## config.mk

```make
export PLATFORM = sky130hd
export DESIGN_NAME = onehot_rr_arbiter_flat
export DESIGN_NICKNAME = d
export VERILOG_FILES = /design/src/rtl/onehot_rr_arbiter_pkg.sv /design/src/rtl/onehot_rr_arbiter_if.sv /design/src/rtl/onehot_rr_arbiter_rr_pick.sv /design/src/rtl/onehot_rr_arbiter.sv /design/src/flat_wrapper.sv
export SDC_FILE = /design/constraint.sdc
export NUM_CORES = 1
export LEC_CHECK = 0
export CORE_MARGIN = 1.5
export CORE_UTILIZATION = 45
export DETAILED_ROUTE_END_ITERATION = 10
export GPL_TIMING_DRIVEN = 0
export PLACE_DENSITY_LB_ADDON = 0.3
export SLEW_MARGIN = 15
export SYNTH_ARGS = -nofsm -noshare
export SYNTH_HDL_FRONTEND = slang
export SYNTH_HIERARCHICAL = 1
export SYNTH_SLANG_ARGS = --single-unit
```

## constraint.sdc

```tcl
create_clock -name clk -period 5.5 [get_ports clk]
set_input_delay 1.1 -clock clk [delete_from_list [all_inputs] [get_ports clk]]
set_output_delay 1.1 -clock clk [all_outputs]
set_load 0.005 [all_outputs]
```

## src/rtl/onehot_rr_arbiter_pkg.sv

```systemverilog
// Shared types and sizes for the 16-requester one-hot round-robin arbiter.
package onehot_arb_pkg;

    localparam int NUM_REQ = 16;
    localparam int PTR_W   = $clog2(NUM_REQ);

    typedef enum logic {IDLE, GRANT} arb_state_t;

    typedef logic [NUM_REQ-1:0] req_vec_t;

endpackage

```

## src/rtl/onehot_rr_arbiter_if.sv

```systemverilog
// Request/grant bundle between requesters/consumer (master) and the arbiter (slave).
interface onehot_rr_arbiter_if;
    import onehot_arb_pkg::*;

    logic     enable;
    req_vec_t req;
    logic     grant_ack;
    req_vec_t grant;
    logic     grant_valid;

    modport master (
        output enable, req, grant_ack,
        input  grant, grant_valid
    );

    modport slave (
        input  enable, req, grant_ack,
        output grant, grant_valid
    );

endinterface

```

## src/rtl/onehot_rr_arbiter_rr_pick.sv

```systemverilog
// Combinational rotating-priority picker: first set bit of (req & ~exclude)
// scanning upward from ptr, wrapping past the top bit.
module rr_pick
    import onehot_arb_pkg::*;
(
    input  req_vec_t         req,
    input  logic [PTR_W-1:0] ptr,
    input  req_vec_t         exclude,
    output logic             found,
    output logic [PTR_W-1:0] winner_idx,
    output req_vec_t         winner_onehot
);

    req_vec_t               masked;
    logic [2*NUM_REQ-1:0]   fwd_dbl;
    req_vec_t               rot;
    req_vec_t               rot_lsb;
    logic [PTR_W-1:0]       rot_idx;
    logic [2*NUM_REQ-1:0]   back_dbl;

    // Rotate so ptr lands at bit 0, take the lowest set bit, rotate the result back.
    always_comb begin
        masked   = req & ~exclude;
        fwd_dbl  = {masked, masked} >> ptr;
        rot      = fwd_dbl[NUM_REQ-1:0];
        rot_lsb  = rot & (~rot + 1'b1);
        rot_idx  = '0;
        for (int i = NUM_REQ - 1; i >= 0; i--) begin
            if (rot[i]) rot_idx = PTR_W'(i);
        end
        back_dbl      = {rot_lsb, rot_lsb} << ptr;
        winner_onehot = back_dbl[2*NUM_REQ-1:NUM_REQ];
        winner_idx    = rot_idx + ptr;   // 4-bit add wraps 15 -> 0
        found         = |masked;
    end

endmodule

```

## src/rtl/onehot_rr_arbiter.sv

```systemverilog
// Round-robin arbiter, 16 requesters. Registered one-hot grant held until ack;
// on ack it re-arbitrates in the same cycle (no bubble) from winner+1,
// excluding the requester just served.
module onehot_rr_arbiter
    import onehot_arb_pkg::*;
(
    input  logic                 clk,
    input  logic                 reset,
    onehot_rr_arbiter_if.slave   bus
);

    arb_state_t       state, state_n;
    logic [PTR_W-1:0] ptr, ptr_n;
    logic [PTR_W-1:0] win_idx, win_idx_n;
    req_vec_t         grant_r, grant_n;
    logic             valid_r, valid_n;

    logic [PTR_W-1:0] pick_ptr;
    req_vec_t         pick_excl;
    logic             pick_found;
    logic [PTR_W-1:0] pick_idx;
    req_vec_t         pick_onehot;

    rr_pick u_pick (
        .req           (bus.req),
        .ptr           (pick_ptr),
        .exclude       (pick_excl),
        .found         (pick_found),
        .winner_idx    (pick_idx),
        .winner_onehot (pick_onehot)
    );

    // State, pointer and output registers; reset wins over everything.
    always_ff @(posedge clk) begin
        if (reset) begin
            state   <= IDLE;
            ptr     <= '0;
            win_idx <= '0;
            grant_r <= '0;
            valid_r <= 1'b0;
        end else begin
            state   <= state_n;
            ptr     <= ptr_n;
            win_idx <= win_idx_n;
            grant_r <= grant_n;
            valid_r <= valid_n;
        end
    end

    // Next-state: arbitrate from IDLE, hold in GRANT until ack, then chain or drop.
    always_comb begin
        state_n   = state;
        ptr_n     = ptr;
        win_idx_n = win_idx;
        grant_n   = grant_r;
        valid_n   = valid_r;
        pick_ptr  = ptr;
        pick_excl = '0;
        unique case (state)
            IDLE: begin
                if (bus.enable && pick_found) begin
                    state_n   = GRANT;
                    win_idx_n = pick_idx;
                    grant_n   = pick_onehot;
                    valid_n   = 1'b1;
                end
            end
            GRANT: begin
                // Chained pick already uses the post-ack pointer and skips the acked bit.
                pick_ptr  = win_idx + 1'b1;
                pick_excl = grant_r;
                if (bus.grant_ack) begin
                    ptr_n = win_idx + 1'b1;
                    if (bus.enable && pick_found) begin
                        win_idx_n = pick_idx;
                        grant_n   = pick_onehot;
                    end else begin
                        state_n = IDLE;
                        grant_n = '0;
                        valid_n = 1'b0;
                    end
                end
            end
            default: begin
                state_n = IDLE;
                grant_n = '0;
                valid_n = 1'b0;
            end
        endcase
    end

    assign bus.grant       = grant_r;
    assign bus.grant_valid = valid_r;

    // Downstream encoder relies on a clean one-hot-or-zero grant matching valid.
    a_onehot_grant: assert property (@(posedge clk) disable iff (reset)
        $onehot0(grant_r) && ((grant_r != '0) == valid_r));

endmodule

```

## src/flat_wrapper.sv

```systemverilog
// flat-port wrapper written by rule: the top's interface ports become plain ports
module onehot_rr_arbiter_flat import onehot_arb_pkg::*;
  (clk, reset, bus_enable, bus_req, bus_grant_ack, bus_grant, bus_grant_valid);
  onehot_rr_arbiter_if bus_i ();
  input  logic clk;
  input  logic reset;
  input wire logic [$bits(bus_i.enable)-1:0] bus_enable;
  input wire logic [$bits(bus_i.req)-1:0] bus_req;
  input wire logic [$bits(bus_i.grant_ack)-1:0] bus_grant_ack;
  output wire logic [$bits(bus_i.grant)-1:0] bus_grant;
  output wire logic [$bits(bus_i.grant_valid)-1:0] bus_grant_valid;
  assign bus_i.enable = bus_enable;
  assign bus_i.req = bus_req;
  assign bus_i.grant_ack = bus_grant_ack;
  assign bus_grant = bus_i.grant;
  assign bus_grant_valid = bus_i.grant_valid;
  onehot_rr_arbiter u_core (.clk(clk), .reset(reset), .bus(bus_i));
endmodule
```

## After elaboration in Yosys (flattened, before gate mapping)

Cells that the tools add are included.

| word-level totals | value |
|---|---|
| bits in writable memories | 0 |
| word-level logic and storage cells | 55 |
| ROM bits | 0 |
| bits in registers | 26 |
| input port bits | 20 |
| bits in latches | 0 |
| memories | 0 |
| output and inout port bits | 17 |

| cells by class | value |
|---|---|
| bitwise logic cells | 5 |
| reductions and logical operators | 5 |
| $lt $le $gt $ge | 0 |
| divide/modulo/power cells | 0 |
| muxes and demuxes | 32 |
| multipliers | 0 |
| equal/unequal tests | 3 |
| shift operators | 2 |
| add/sub/neg operators | 3 |

Operators by type and width:

| kind | number |
|---|---|
| $mux 4 | 19 |
| $mux 16 | 4 |
| $and 16x16->16 | 2 |
| $not 16->16 | 2 |
| $pmux 16 s2 | 1 |
| $shl 32x4->32 | 1 |
| $shr 32x4->16 | 1 |
| $add 16x1->16 const B | 1 |
| $reduce_or 16->1 | 1 |
| $pmux 4 s2 | 1 |
| $mux 1 | 5 |
| $add 4x1->4 const B | 1 |
| $add 4x4->4 | 1 |
| $ne 2x2->1 const B | 2 |
| $pmux 1 s2 | 2 |
| $reduce_and 2->1 | 2 |
| $reduce_and 3->1 | 1 |
| $ne 2x1->1 const B | 1 |
| $logic_and 1x1->1 | 1 |
| $not 1->1 | 1 |

## Depth between registers and ports, before layout

| depth | value |
|---|---|
| depth after elaboration | 24 |
| depth in mapped cells | 22 |
| gate-level depth less buffers | 19 |

## Modules after synthesis

Netlist, hierarchy kept.

By module, submodules not included:

| module | area an instance (um^2) | times used | sequential area each (um^2) | cells an instance |
|---|---|---|---|---|
| rr_pick | 2912.8 | 1 | 0.0 | 387 |
| onehot_rr_arbiter | 1201.2 | 1 | 520.5 | 145 |

## Worst setup path before layout

OpenSTA, ideal clock, no wires.

| path | value |
|---|---|
| path kind | in2reg |
| start | input port bus_req[9] |
| end | register u_core.win_idx[3] |
| arrival | 4.118 ns |
| stages on the path | 16 |
| path buffers | 1 |
| setup slack | 1.312 ns |
| library setup time | 0.070 ns |
| data required time | 5.430 ns |
| cell sequence | nand2b_1 clkbuf_1 mux4_2 mux4_2 o21ai_2 a21oi_1 o211a_1 a211oi_1 o21ba_2 ha_1 a21o_1 a21oi_1 xnor2_1 xnor2_1 nand3_1 a21oi_1 |

| on the way | value |
|---|---|
| word-level cells in the longest chain between the ends | 22 |
| elaborated cells between the ends (all ways) | 24 |
| classes of those cells | 1 x add/sub; 1 x shift; 19 x mux; 1 x bitwise; 2 x reduce/logical |

RTL lines:

| what | line | RTL |
|---|---|---|
| start, declared | flat_wrapper.sv:8 | `input wire logic [$bits(bus_i.req)-1:0] bus_req;` |
| $and 16x16->16 * | onehot_rr_arbiter_rr_pick.sv:23 | `masked = req & ~exclude;` |
| $shr 32x4->16 * | onehot_rr_arbiter_rr_pick.sv:24 | `fwd_dbl = {masked, masked} >> ptr;` |
| $mux 4 (15 in a row) | onehot_rr_arbiter_rr_pick.sv:29 | `if (rot[i]) rot_idx = PTR_W'(i);` |
| $mux 4 * | onehot_rr_arbiter_rr_pick.sv:29 |  |
| $add 4x4->4 * | onehot_rr_arbiter_rr_pick.sv:33 | `winner_idx = rot_idx + ptr;` |
| via u_core.pick_idx[3] | onehot_rr_arbiter.sv:21 | `logic [PTR_W-1:0] pick_idx;` |
| $mux 4 * | onehot_rr_arbiter.sv:61, onehot_rr_arbiter.sv:74 |  |
| $mux 4 | onehot_rr_arbiter.sv:72 | `if (bus.grant_ack) begin` |
| $pmux 4 s2 * | onehot_rr_arbiter.sv:59 | `unique case (state)` |
| end signal, assigned | onehot_rr_arbiter.sv:44 | `win_idx <= win_idx_n;` |
| end, declared | onehot_rr_arbiter.sv:14 | `logic [PTR_W-1:0] win_idx, win_idx_n;` |

Mark *: on every way through the listed nets, which the timed path passes. The rest lies on a longest branch. The select of a mux whose other input is x is not followed.
A chain may end at the register's enable or synchronous reset.

## Final worst setup path

| path | value |
|---|---|
| start | register u_core.state |
| end | register u_core.win_idx[3] |

| on the way | value |
|---|---|
| elaborated cells between the ends (all ways) | 29 |
| classes of those cells | 1 x add/sub; 1 x eq/ne; 1 x shift; 21 x mux; 3 x bitwise; 2 x reduce/logical |

RTL lines:

| what | line | RTL |
|---|---|---|
| start, declared | onehot_rr_arbiter.sv:12 | `arb_state_t state, state_n;` |
| start signal, assigned | onehot_rr_arbiter.sv:42 | `state <= state_n;` |
| $mux 4 * | onehot_rr_arbiter.sv:59 |  |
| via u_core.pick_ptr[0] | onehot_rr_arbiter.sv:18 | `logic [PTR_W-1:0] pick_ptr;` |
| $shr 32x4->16 | onehot_rr_arbiter_rr_pick.sv:24 |  |
| $mux 4 (16 in a row) | onehot_rr_arbiter_rr_pick.sv:29 |  |
| $add 4x4->4 * | onehot_rr_arbiter_rr_pick.sv:33 |  |
| via u_core.pick_idx[3] | onehot_rr_arbiter.sv:21 |  |
| $mux 4 * | onehot_rr_arbiter.sv:61, onehot_rr_arbiter.sv:74 |  |
| $mux 4 | onehot_rr_arbiter.sv:72 |  |
| $pmux 4 s2 * | onehot_rr_arbiter.sv:59 |  |

Marks and branches as above.

==> out/metrics.cfg <==
[global_routing]
grt_usage = 0.317
grt_max_degree = 16
grt_pass1_vias = 4448
grt_pass1_wl_um = 24400
antenna_found_initial = 0
grt.overflow.total = 0

[flow_run]
cap_viol_max_count = 0

[timing]
fmax_mhz = 199
period_share = 0.913
period_minus_slack_ns = 5.02
finalSetupViolCount = 0
fin_worst_skew_ns = 0.0107
setup_tns_ns = 0
hold_violations = 0
drv_slew = 0
tightestPinTransition_ns = 0.824
slew_headroom = 0.449
rsz0062_at_grt = no
hold_ws_ns = 0.462

[synthesis]
synth-seq-area-share = 0.127
synthTopCellsByArea = dfxtp_1, mux4_2, mux2i_1, nand3_1, a21oi_1
netlist_instances = 532
yosys_warnings = 6
ys_types = 84
synth_ff_type = dfxtp_1
synth_top_cell_by_area = dfxtp_1
synth_edf_count = 0
syn_area_per_cell_um2 = 7.73
yosys.cell_count.top_type = nand3_1
synthesis.nets = 557
async_flop_share = 0
synth_top_cells_by_count = nand3_1, a21oi_1, nor2_1
syn_area_um2 = 4110
synth-seq-cells = 26
yosys.area.top_type_share = 0.127

[placement]
portBuffers = 35
placed_area_um2 = 4600
place_hpwl_um = 12100
gp_congestion = 0.991
dp.cells = 675

[setup_path]
worst_path_most_repeated_cell = a21oi_1
critPathRequiredTime_ns = 5.71
cp_top_family = compound AO/OA/AOI/OAI gates
path_class = flip-flop to flip-flop
cp_slowest_cell = mux4_2
max_stage_delay_ns = 0.66
startpoint_type = flip-flop
crit_fanout = 10
path_buf_inv = 4
path_cells = buf_6 -> clkbuf_1 -> a21oi_1 -> buf_4 -> inv_2 -> mux4_2 -> a22oi_1 -> or3b_2 -> a21bo_2 -> a21o_1 -> a21oi_1 -> o21ai_0 -> a21oi_1 -> ha_1 -> a21o_1 -> a21oi_1 -> xnor2_1 -> xnor2_1 -> nand3_1 -> a21oi_1
end_kind = flip-flop
cp_data_arrival_time_ns = 5.23

[layout]
fillCellCount = 886
multi_input_area_um2 = 3340
drive_gt1_frac = 0.133
nets = 597
fin_area_um2 = 4680
regArea_um2 = 520
fin_cells = 680
synthToLayoutAreaGrowth_pct = 13.7

[die]
dieArea_um2 = 9720
num_io_pins = 37
core-area_um2 = 8810
num_rows = 34
die-width_um = 98.6
initial_core_util = 0.467
die_h_um = 98.6

[drt]
drt_iter0_drc = 585
detail-route-antenna-nets = 0
num_vias = 4648
via_per_inst = 6.84
drt-total-wl_um = 15400
wl_per_cell_um = 22.6
drc = 0
dr.pass1.iters = 8

[pwr]
vdd_ir_drop_max_mv = 0.179
p_leak_uw = 0.00165
p_per_area_nw_per_um2 = 242

[cts]
cts.sink_count = 26
cts.htree.levels = 1
cts_buffers = 3
cts_tree = built
cts_hold_buffers = 0
clk_latency_ns = 0.27
cts_root_buffer = clkbuf_8
clkTransAtPathRegs_ns = 0.10
cts.path.max_buffers = 2

[outcome]
status = finished, final reports clean

[hold_path]
worstHoldPathType = flip-flop to flip-flop

worst paths after layout:
kind,start,endpoint,slack [ns],depth (start not counted)
min reg2reg,u_core/ptr[1],u_core/ptr[1],0.46,2
max,u_core/state,u_core/win_idx[3],0.48,20
min,u_core/ptr[1],u_core/ptr[1],0.46,2
max reg2reg,u_core/state,u_core/win_idx[3],0.48,20
power by group:
part	leakage [µW]	total (µW)	switching, µW	internal, µW
clock	0.0000357	160	62.2	97.4
sequential	0.000211	213	11.4	202
combinational	0.00140	758	470	288
worst register-to-register path, stage by stage, from the launching register on:
cell	delay, ns
dfxtp_1	0.34
buf_6	0.13
clkbuf_1	0.38
a21oi_1	0.21
buf_4	0.21
inv_2	0.20
mux4_2	0.66
a22oi_1	0.24
or3b_2	0.53
a21bo_2	0.31
a21o_1	0.14
a21oi_1	0.07
o21ai_0	0.28
a21oi_1	0.16
ha_1	0.24
a21o_1	0.16
a21oi_1	0.17
xnor2_1	0.09
xnor2_1	0.24
nand3_1	0.09
a21oi_1	0.12
per-layer routing:
metal,wire length (µm),global-route usage,vias to the layer above
li1,-,-,2120
met1,6400,0.442,2158
met2,6720,0.495,324
met3,1680,0.0518,46
met4,545,0.119,0
met5,0,0,-
sequential cells by signal, summed over array words and instances, names as in the netlist:
signal and flops:
u_core/state 1, u_core/ptr 4, u_core/bus.grant 16, u_core/win_idx 4, u_core/bus.grant_valid 1
stage by stage:
step / utilization / power (µW) / setup WS, ns
after floorplan: - / 739 / 1.31
after global placement: 0.522 / 946 / 0.264
after detailed placement: 0.522 / 948 / 0.290
after CTS: 0.530 / 1110 / 0.490
after global routing: 0.531 / 1200 / 0.0332
final: 0.531 / 1130 / 0.479
layout by cell type (no fill, tap or decap), types with 14 or more instances in the layout:
cell,Yosys,layout
nand3_1,52,52
a21oi_1,41,41
nor2_1,38,38
clkdlybuf4s50_1,0,35
mux2i_1,34,34
nand2_1,32,32
dfxtp_1,26,26
and2_1,22,22
nand2b_1,22,22
mux4_2,19,19
nor2b_1,16,16
o21ai_0,14,14
cells by family after synthesis:
family,after synthesis,synth area share
XOR/XNOR,5,0.0106
AO/OA/AOI/OAI,154,0.265
adder cells (fa/ha/maj),5,0.0170
flip-flops,26,0.127
multiplexers,62,0.211
AND/OR/NAND/NOR,231,0.308
buffers and inverters,49,0.0620
repair_timing:
action	4_1_cts	5_1_grt
setup buffers	0	0
hold endpoints to repair	0	0
gates resized for setup	0	1
setup endpoints to repair	0	1
layout make-up:
cell class	count	area share
plain buffers	39	0.0460
diodes	1	0.000535
repair buffers	35	0.0749
inverters	10	0.00856
flip-flops and latches	26	0.111
well taps	108	0.0289
clock inverters	1	0.00642
multi-input cells	457	0.715
clock buffers	3	0.00883
(Power assumes the default switching activity.)
